`src/rtl/nanorv32_ahb_arb2.sv`:
```
// nanorv32_ahb_arb2: two-master AHB-lite arbiter with per-master one-entry pending buffers.
module nanorv32_ahb_arb2 #(
   parameter int ADDR_WIDTH = 32,
   parameter int DATA_WIDTH = 32,
   parameter int FIXED_PRIO = 0
) (
   input  logic                  clk,
   input  logic                  rst,
   input  logic [1:0]            m0_htrans,
   input  logic [ADDR_WIDTH-1:0] m0_haddr,
   input  logic                  m0_hwrite,
   input  logic [2:0]            m0_hsize,
   input  logic [DATA_WIDTH-1:0] m0_hwdata,
   output logic [DATA_WIDTH-1:0] m0_hrdata,
   output logic                  m0_hready,
   output logic                  m0_hresp,
   input  logic [1:0]            m1_htrans,
   input  logic [ADDR_WIDTH-1:0] m1_haddr,
   input  logic                  m1_hwrite,
   input  logic [2:0]            m1_hsize,
   input  logic [DATA_WIDTH-1:0] m1_hwdata,
   output logic [DATA_WIDTH-1:0] m1_hrdata,
   output logic                  m1_hready,
   output logic                  m1_hresp,
   output logic [1:0]            s_htrans,
   output logic [ADDR_WIDTH-1:0] s_haddr,
   output logic                  s_hwrite,
   output logic [2:0]            s_hsize,
   output logic [DATA_WIDTH-1:0] s_hwdata,
   input  logic [DATA_WIDTH-1:0] s_hrdata,
   input  logic                  s_hready,
   input  logic                  s_hresp
);
   typedef enum logic [1:0] {OWN_NONE, OWN_M0, OWN_M1} own_t;
   own_t                  own_q, own_d;
   logic [1:0]            pend_v_q, pend_v_d, write_q, write_d, cap, rdy;
   logic [ADDR_WIDTH-1:0] addr0_q, addr0_d, addr1_q, addr1_d;
   logic [2:0]            size0_q, size0_d, size1_q, size1_d;
   logic                  last_q, last_d, hold_q, hold_d, win_q, win_d;
   logic                  any, win, accept, unused_ok;
   assign unused_ok = ^{m0_htrans[0], m1_htrans[0]};
   always_comb begin
      any = |pend_v_q;
      win = hold_q ? win_q : (&pend_v_q ? ((FIXED_PRIO != 0) ? 1'b0 : ~last_q) : pend_v_q[1]);
      accept = any & s_hready;
      rdy[0] = rst | (~pend_v_q[0] & ((own_q != OWN_M0) | s_hready));
      rdy[1] = rst | (~pend_v_q[1] & ((own_q != OWN_M1) | s_hready));
      cap = {m1_htrans[1] & rdy[1], m0_htrans[1] & rdy[0]};
      pend_v_d = (pend_v_q & ~({win, ~win} & {2{accept}})) | cap;
      own_d = s_hready ? (any ? (win ? OWN_M1 : OWN_M0) : OWN_NONE) : own_q;
      last_d = accept ? win : last_q;
      hold_d = any & ~s_hready;
      win_d = win;
      addr0_d = cap[0] ? m0_haddr : addr0_q;
      addr1_d = cap[1] ? m1_haddr : addr1_q;
      size0_d = cap[0] ? m0_hsize : size0_q;
      size1_d = cap[1] ? m1_hsize : size1_q;
      write_d = {cap[1] ? m1_hwrite : write_q[1], cap[0] ? m0_hwrite : write_q[0]};
   end
   always_ff @(posedge clk) begin
      if (rst) begin
         pend_v_q <= '0;
         own_q    <= OWN_NONE;
         last_q   <= 1'b1;
         hold_q   <= 1'b0;
         win_q    <= 1'b0;
      end else begin
         pend_v_q <= pend_v_d;
         own_q    <= own_d;
         last_q   <= last_d;
         hold_q   <= hold_d;
         win_q    <= win_d;
      end
      addr0_q <= addr0_d;
      addr1_q <= addr1_d;
      size0_q <= size0_d;
      size1_q <= size1_d;
      write_q <= write_d;
   end
   assign m0_hready = rdy[0];
   assign m1_hready = rdy[1];
   assign m0_hresp  = ~rst & (own_q == OWN_M0) & s_hresp;
   assign m1_hresp  = ~rst & (own_q == OWN_M1) & s_hresp;
   assign m0_hrdata = s_hrdata;
   assign m1_hrdata = s_hrdata;
   assign s_htrans  = (any & ~rst) ? 2'b10 : 2'b00;
   assign s_haddr   = win ? addr1_q : addr0_q;
   assign s_hwrite  = win ? write_q[1] : write_q[0];
   assign s_hsize   = win ? size1_q : size0_q;
   assign s_hwdata  = (own_q == OWN_M0) ? m0_hwdata : (own_q == OWN_M1) ? m1_hwdata : '0;
endmodule

```
`config.mk`:
```
export PLATFORM = sky130hd
export DESIGN_NAME = nanorv32_ahb_arb2
export DESIGN_NICKNAME = d
export VERILOG_FILES = /design/src/rtl/nanorv32_ahb_arb2.sv
export SDC_FILE = /design/constraint.sdc
export NUM_CORES = 1
export LEC_CHECK = 0
export CELL_PAD_IN_SITES_DETAIL_PLACEMENT = 1
export CELL_PAD_IN_SITES_GLOBAL_PLACEMENT = 2
export CORE_ASPECT_RATIO = 1.2
export CORE_MARGIN = 2
export CORE_UTILIZATION = 20
export DETAILED_ROUTE_END_ITERATION = 10
export HOLD_SLACK_MARGIN = 0.05
export PLACE_DENSITY_LB_ADDON = 0.1
export SLEW_MARGIN = 25
export SYNTH_ARGS = -nofsm -noshare
export SYNTH_HDL_FRONTEND = slang
export SYNTH_SLANG_ARGS = --single-unit
```
`constraint.sdc`:
```
create_clock -name clk -period 4.2 [get_ports clk]
set_clock_uncertainty 0.05 [all_clocks]
set_input_delay 0.84 -clock clk [delete_from_list [all_inputs] [get_ports clk]]
set_output_delay 0.84 -clock clk [all_outputs]
set_load 0.02 [all_outputs]
```
-- After elaboration in Yosys (flattened, before gate mapping)
Index checks and enable logic that the tools add are counted.
- register bits after elaboration: 79
- input port bits: 176
- word-level logic and storage cells: 52
- equal/unequal tests: 4
- mux-type cells: 10
- bitwise logic cells: 25
- reduce and logical (&&, ||, !) cells: 2
- operators with widths (operator ; count):
    32-bit 2-to-1 mux ; 3
    1-bit AND ; 11
    2-bit 2-to-1 mux ; 3
    1-bit inverter ; 6
    2-bit AND ; 2
    1-bit bitwise OR ; 4
    1-bit 2-to-1 mux ; 3
    3-bit 2-to-1 mux ; 1
    2-bit by 1-bit equality test with 1-bit output (second input constant) ; 1
    2-bit equality test (second input constant) ; 1
    2-bit by 1-bit != test with 1-bit output (second input constant) ; 1
    2-bit != test (second input constant) ; 1
    2-bit inverter ; 1
    2-bit bitwise OR ; 1
    2-bit AND reduction ; 1
    2-bit OR reduction ; 1

-- Depth between registers and ports, before layout
- depth after elaboration: 8
- depth in mapped cells: 5
- gate-level depth less buffers: 3

-- Least setup slack after synthesis
OpenSTA, ideal clock, no wires.
- path kind: input to register
- start: input port s_hready
- end: register addr1_q[0] (enable)
- setup time: 0.397 ns
- arrival time: 2.392 ns
- setup slack: 1.362 ns
- stages on the path: 4
- buffers on the path: 1
- cell sequence: clkbuf_1 or3b_1 a21o_1 and2_1
- cells in the longest elaborated chain, start to end: 4
- RTL lines (what ; line ; source):
    from (decl) ; 31 ; input logic s_hready,
    1-bit bitwise OR ; 47 ; rdy[1] = rst | (~pend_v_q[1] & ((own_q != OWN_M1) | s_hready));
    1-bit AND ; 47 ;
    1-bit bitwise OR ; 47 ;
    via m1_hready ; 23 ; output logic m1_hready,
    1-bit AND ; 48 ; cap = {m1_htrans[1] & rdy[1], m0_htrans[1] & rdy[0]};
    via cap[1] ; 36 ; logic [1:0] pend_v_q, pend_v_d, write_q, write_d, cap, rdy;
    to (signal assigned) ; 75 ; addr1_q <= addr1_d;
    to (decl) ; 37 ; logic [ADDR_WIDTH-1:0] addr0_q, addr0_d, addr1_q, addr1_d;
The timed path passes the listed nets, and every way through them passes these cells.
A chain may end at the register's enable or synchronous reset.

-- Worst setup path after layout
- start: input port s_hready
- end: output port m1_hready
- cells in the longest elaborated chain, start to end: 3
- RTL lines (what ; line):
    1-bit bitwise OR ; 47
    1-bit AND ; 47
    1-bit bitwise OR ; 47
    to (decl) ; 23
No other way between the ends.

==> impl_results.md <==
- Status: finished clean
- Final wirelength: ~13000 um
- Clock Tree Root: clkbuf_16
- Leak: between 2 and 2.5 nW
- XOR/XNOR share of the synthesized area: 0%
- Critical-path top delay cell: clkdlybuf4s50_1
- Sink Count: roughly 80
- # DRC: 0
- Post-synth EDFFs: between 70 and 80
- Switching Share: 24.8%
- Mux contribution to synthesized area: a little under an eighth
- Detail Placement HPWL: a little over 10000 um
- GR Util All Layers: 12.6%
- Fin Setup TNS: 0 ps
- Mean area per synthesized cell: about 15 um^2
- Synth cell count leaders: edfxtp_1 (72), buf_4 (67), a22o_1 (33)
- Relative slew margins: between 50% and 60%
- Worst path most repeated cell: clkdlybuf4s50_1
- Nets: a little under 600
- Die X: between 100 and 150 um
- Site Rows: 55
- Antenna diode count: 0
- P&R area growth vs syn: 59.3%
- Die area: about 20000 um^2
- Synth area leaders: edfxtp_1 (57%), buf_4 (13%), mux2_2 (8.6%)
- Wire per inst: 19.3 um
- CTS tree: built
- Int Power: around 1.7 mW
- Post-synthesis simple-gate area fraction: between 2 and 2.5%
- Mapped Area: 3800 um^2
- Final setup vio count: 0
- Fin. max-slew vios: 0
- Vias in the first global route: approximately 3.1k
- CORE AREA: between 15000 and 20000 um^2
- Crit path cell chain: clkdlybuf4s50_1, or3b_1, a21o_1, clkdlybuf4s50_1
- Net Sw Power: between 500 and 600 uW
- Syn nets: approximately 430
- PwrDens: 367 nW/um^2
- Router iterations before antenna repair: 3
- Vias: between 2k and 3k
- Initial antenna violation count: 0
- Yosys cell types: 28
- Most used DFF post-synth: edfxtp_1
- Grt ovf: 0
- Largest family of logic cells by synthesized area: buffers and inverters
- Post-synthesis cell count: between 200 and 300
- Setup Buffers After CTS: 0
- Detail Route Antenna Nets: 0
- Slew @ Worst Pin: 621 ps
- Ports: about 310
- CP max FO: 9
- Peak VDD IR: approximately 180 uV
- Yosys top cell area share: roughly 57%
- DR iter-0 viols: 57
- Starting Density: between 20 and 25%
- Clk slew on worst S/H paths: about 60 ps
- Synth Area in Compound Gates: about a tenth
- H-tree Lvls: 3
- Logic pwr share: a little under a quarter
- First-pass GRT wire length: between 15000 and 20000 um
- Critical path class: primary input to output port
- Fin crit period: between 3000 and 4000 ps
- Fin. Hold Viols: 0
- Yosys warns: 0
- Register bit total from synthesis: 79
- Die Height: between 150 and 200 um
- Post-placement cell count: 657
- Layout cell share with drive strength beyond 1: around 16%
- Critical path arrival: approximately 2700 ps
- Synth area leader: edfxtp_1
- Fin cells: roughly 670
- Bufs on Longest Clock Path: 2
- Adder-cell area share of the yosys netlist: 0%
- Clock network power share: around a third
- Top-count cell post-synth: edfxtp_1
- Sequential power share: about two fifths
- Hold-fix buffers, CTS: 0
- TritonCTS buffer count: 9
- Synth async-reset ratio: 0%
- Req. time, crit path: around 3300 ps
- Gpl congestion: just over 0.7
- Hold Crit Class: flop to flop
- Number of max-cap violations: 0
- Largest net degree at the start of global routing: 35
- Vias/cell: 3.98
- Fmax: between 0.2 and 0.3 GHz
- Unrepaired setup endpoints after global routing: false
- Clk Latency, worst-skew pair: 330 ps
- Port Buf Inserts: approximately 210
- Final core occ: 32.4%
- Part of the Yosys area used for sequential elements: a little over 60%
- Crit end category: output port
- Tcrit/Tclk final: about 84%
- Crit path launch type: primary input
- CP peak stage delay: between 500 and 600 ps
- Post-CTS Resized: 0
[power by group through the flow]
stage,Clock [mW],Combinational [mW],Sequential [mW]
after CTS,0.806,0.528,0.935
after detailed placement,0,0.523,0.952
final,0.775,0.513,0.933
after global placement,0,0.523,0.949
after global routing,0.828,0.549,0.940
after floorplan,0,0.311,0.947
[per-layer routing]
| metal | routed length (um) | up-vias | track usage [%] |
|---|---|---|---|
| met5 | 0 | - | 0 |
| met4 | 299 | 0 | 4.86 |
| met3 | 2040 | 38 | 8.39 |
| met2 | 5840 | 169 | 19.9 |
| met1 | 4800 | 1260 | 13.3 |
| li1 | - | 1207 | - |
[critical path, delay by kind of cell]
family	cells	cell delay, ps
compound gates	1	200
buf+inv	2	1140
simple gates	1	460
[metrics by stage]
| stage | worst slack, ps | hold slack (ps) | power, mW | area (um^2) |
|---|---|---|---|---|
| floorplan | 1360 | 438 | 1.26 | 3800 |
| global placement | 622 | 455 | 1.47 | 5760 |
| detailed placement | 609 | 466 | 1.47 | 5760 |
| CTS | 604 | 474 | 2.27 | 6060 |
| global route | 554 | 525 | 2.32 | 6060 |
| finish | 655 | 470 | 2.22 | 6060 |
[logic make-up after synthesis]
kind of cell / count (synthesis)
buf+inv: 81
flops: 79
compound gates: 45
mux: 36
simple gates: 14
other cells: 1
[sequential cells by signal, summed over array words and instances, names as in the netlist]
signal	count
addr0_q	32
addr1_q	32
size0_q	3
size1_q	3
own_q	2
pend_v_q	2
write_q	2
hold_q	1
last_q	1
win_q	1
[worst paths after layout]
path | start | endpoint | slack, ps | cells past startpoint
setup / recovery | s_hready | m1_hready | 650 | 4
hold / removal | last_q$_SDFFE_PP1N_ | last_q$_SDFFE_PP1N_ | 470 | 2
setup reg to reg | own_q[0]$_SDFFE_PP0P_ | addr0_q[5]$_DFFE_PP_ | 2230 | 4
hold reg to reg | last_q$_SDFFE_PP1N_ | last_q$_SDFFE_PP1N_ | 470 | 2
[layout by cell type, fill, tap and decap left out, types with 2 or more instances in the layout]
cell type        instances
a22o_1                  33
inv_1                    4
clkbuf_16                9
dfxtp_1                  7
o32ai_1                  2
or3b_1                   2
a21o_1                   2
mux2_4                   7
and2_2                   2
nor4b_1                  2
nor2_1                   2
nor2_2                   2
nand2_1                  2
a21oi_1                  2
inv_6                    2
edfxtp_1                72
clkdlybuf4s50_1        214
buf_4                    8
mux2_2                  29
clkinvlp_4               2
[area by class of cell]
| type | count | area, um^2 |
|---|---|---|
| flip-flops and latches | 79 | 2300 |
| multi-input cells | 96 | 925 |
| repair buffers | 222 | 2200 |
| clock inverters | 6 | 67.6 |
| inverters | 4 | 15.0 |
| clock buffers | 9 | 225 |
| well taps | 256 | 320 |
| fillers | 2012 | 12700 |
No activity file was read; power rests on OpenSTA's default activity.
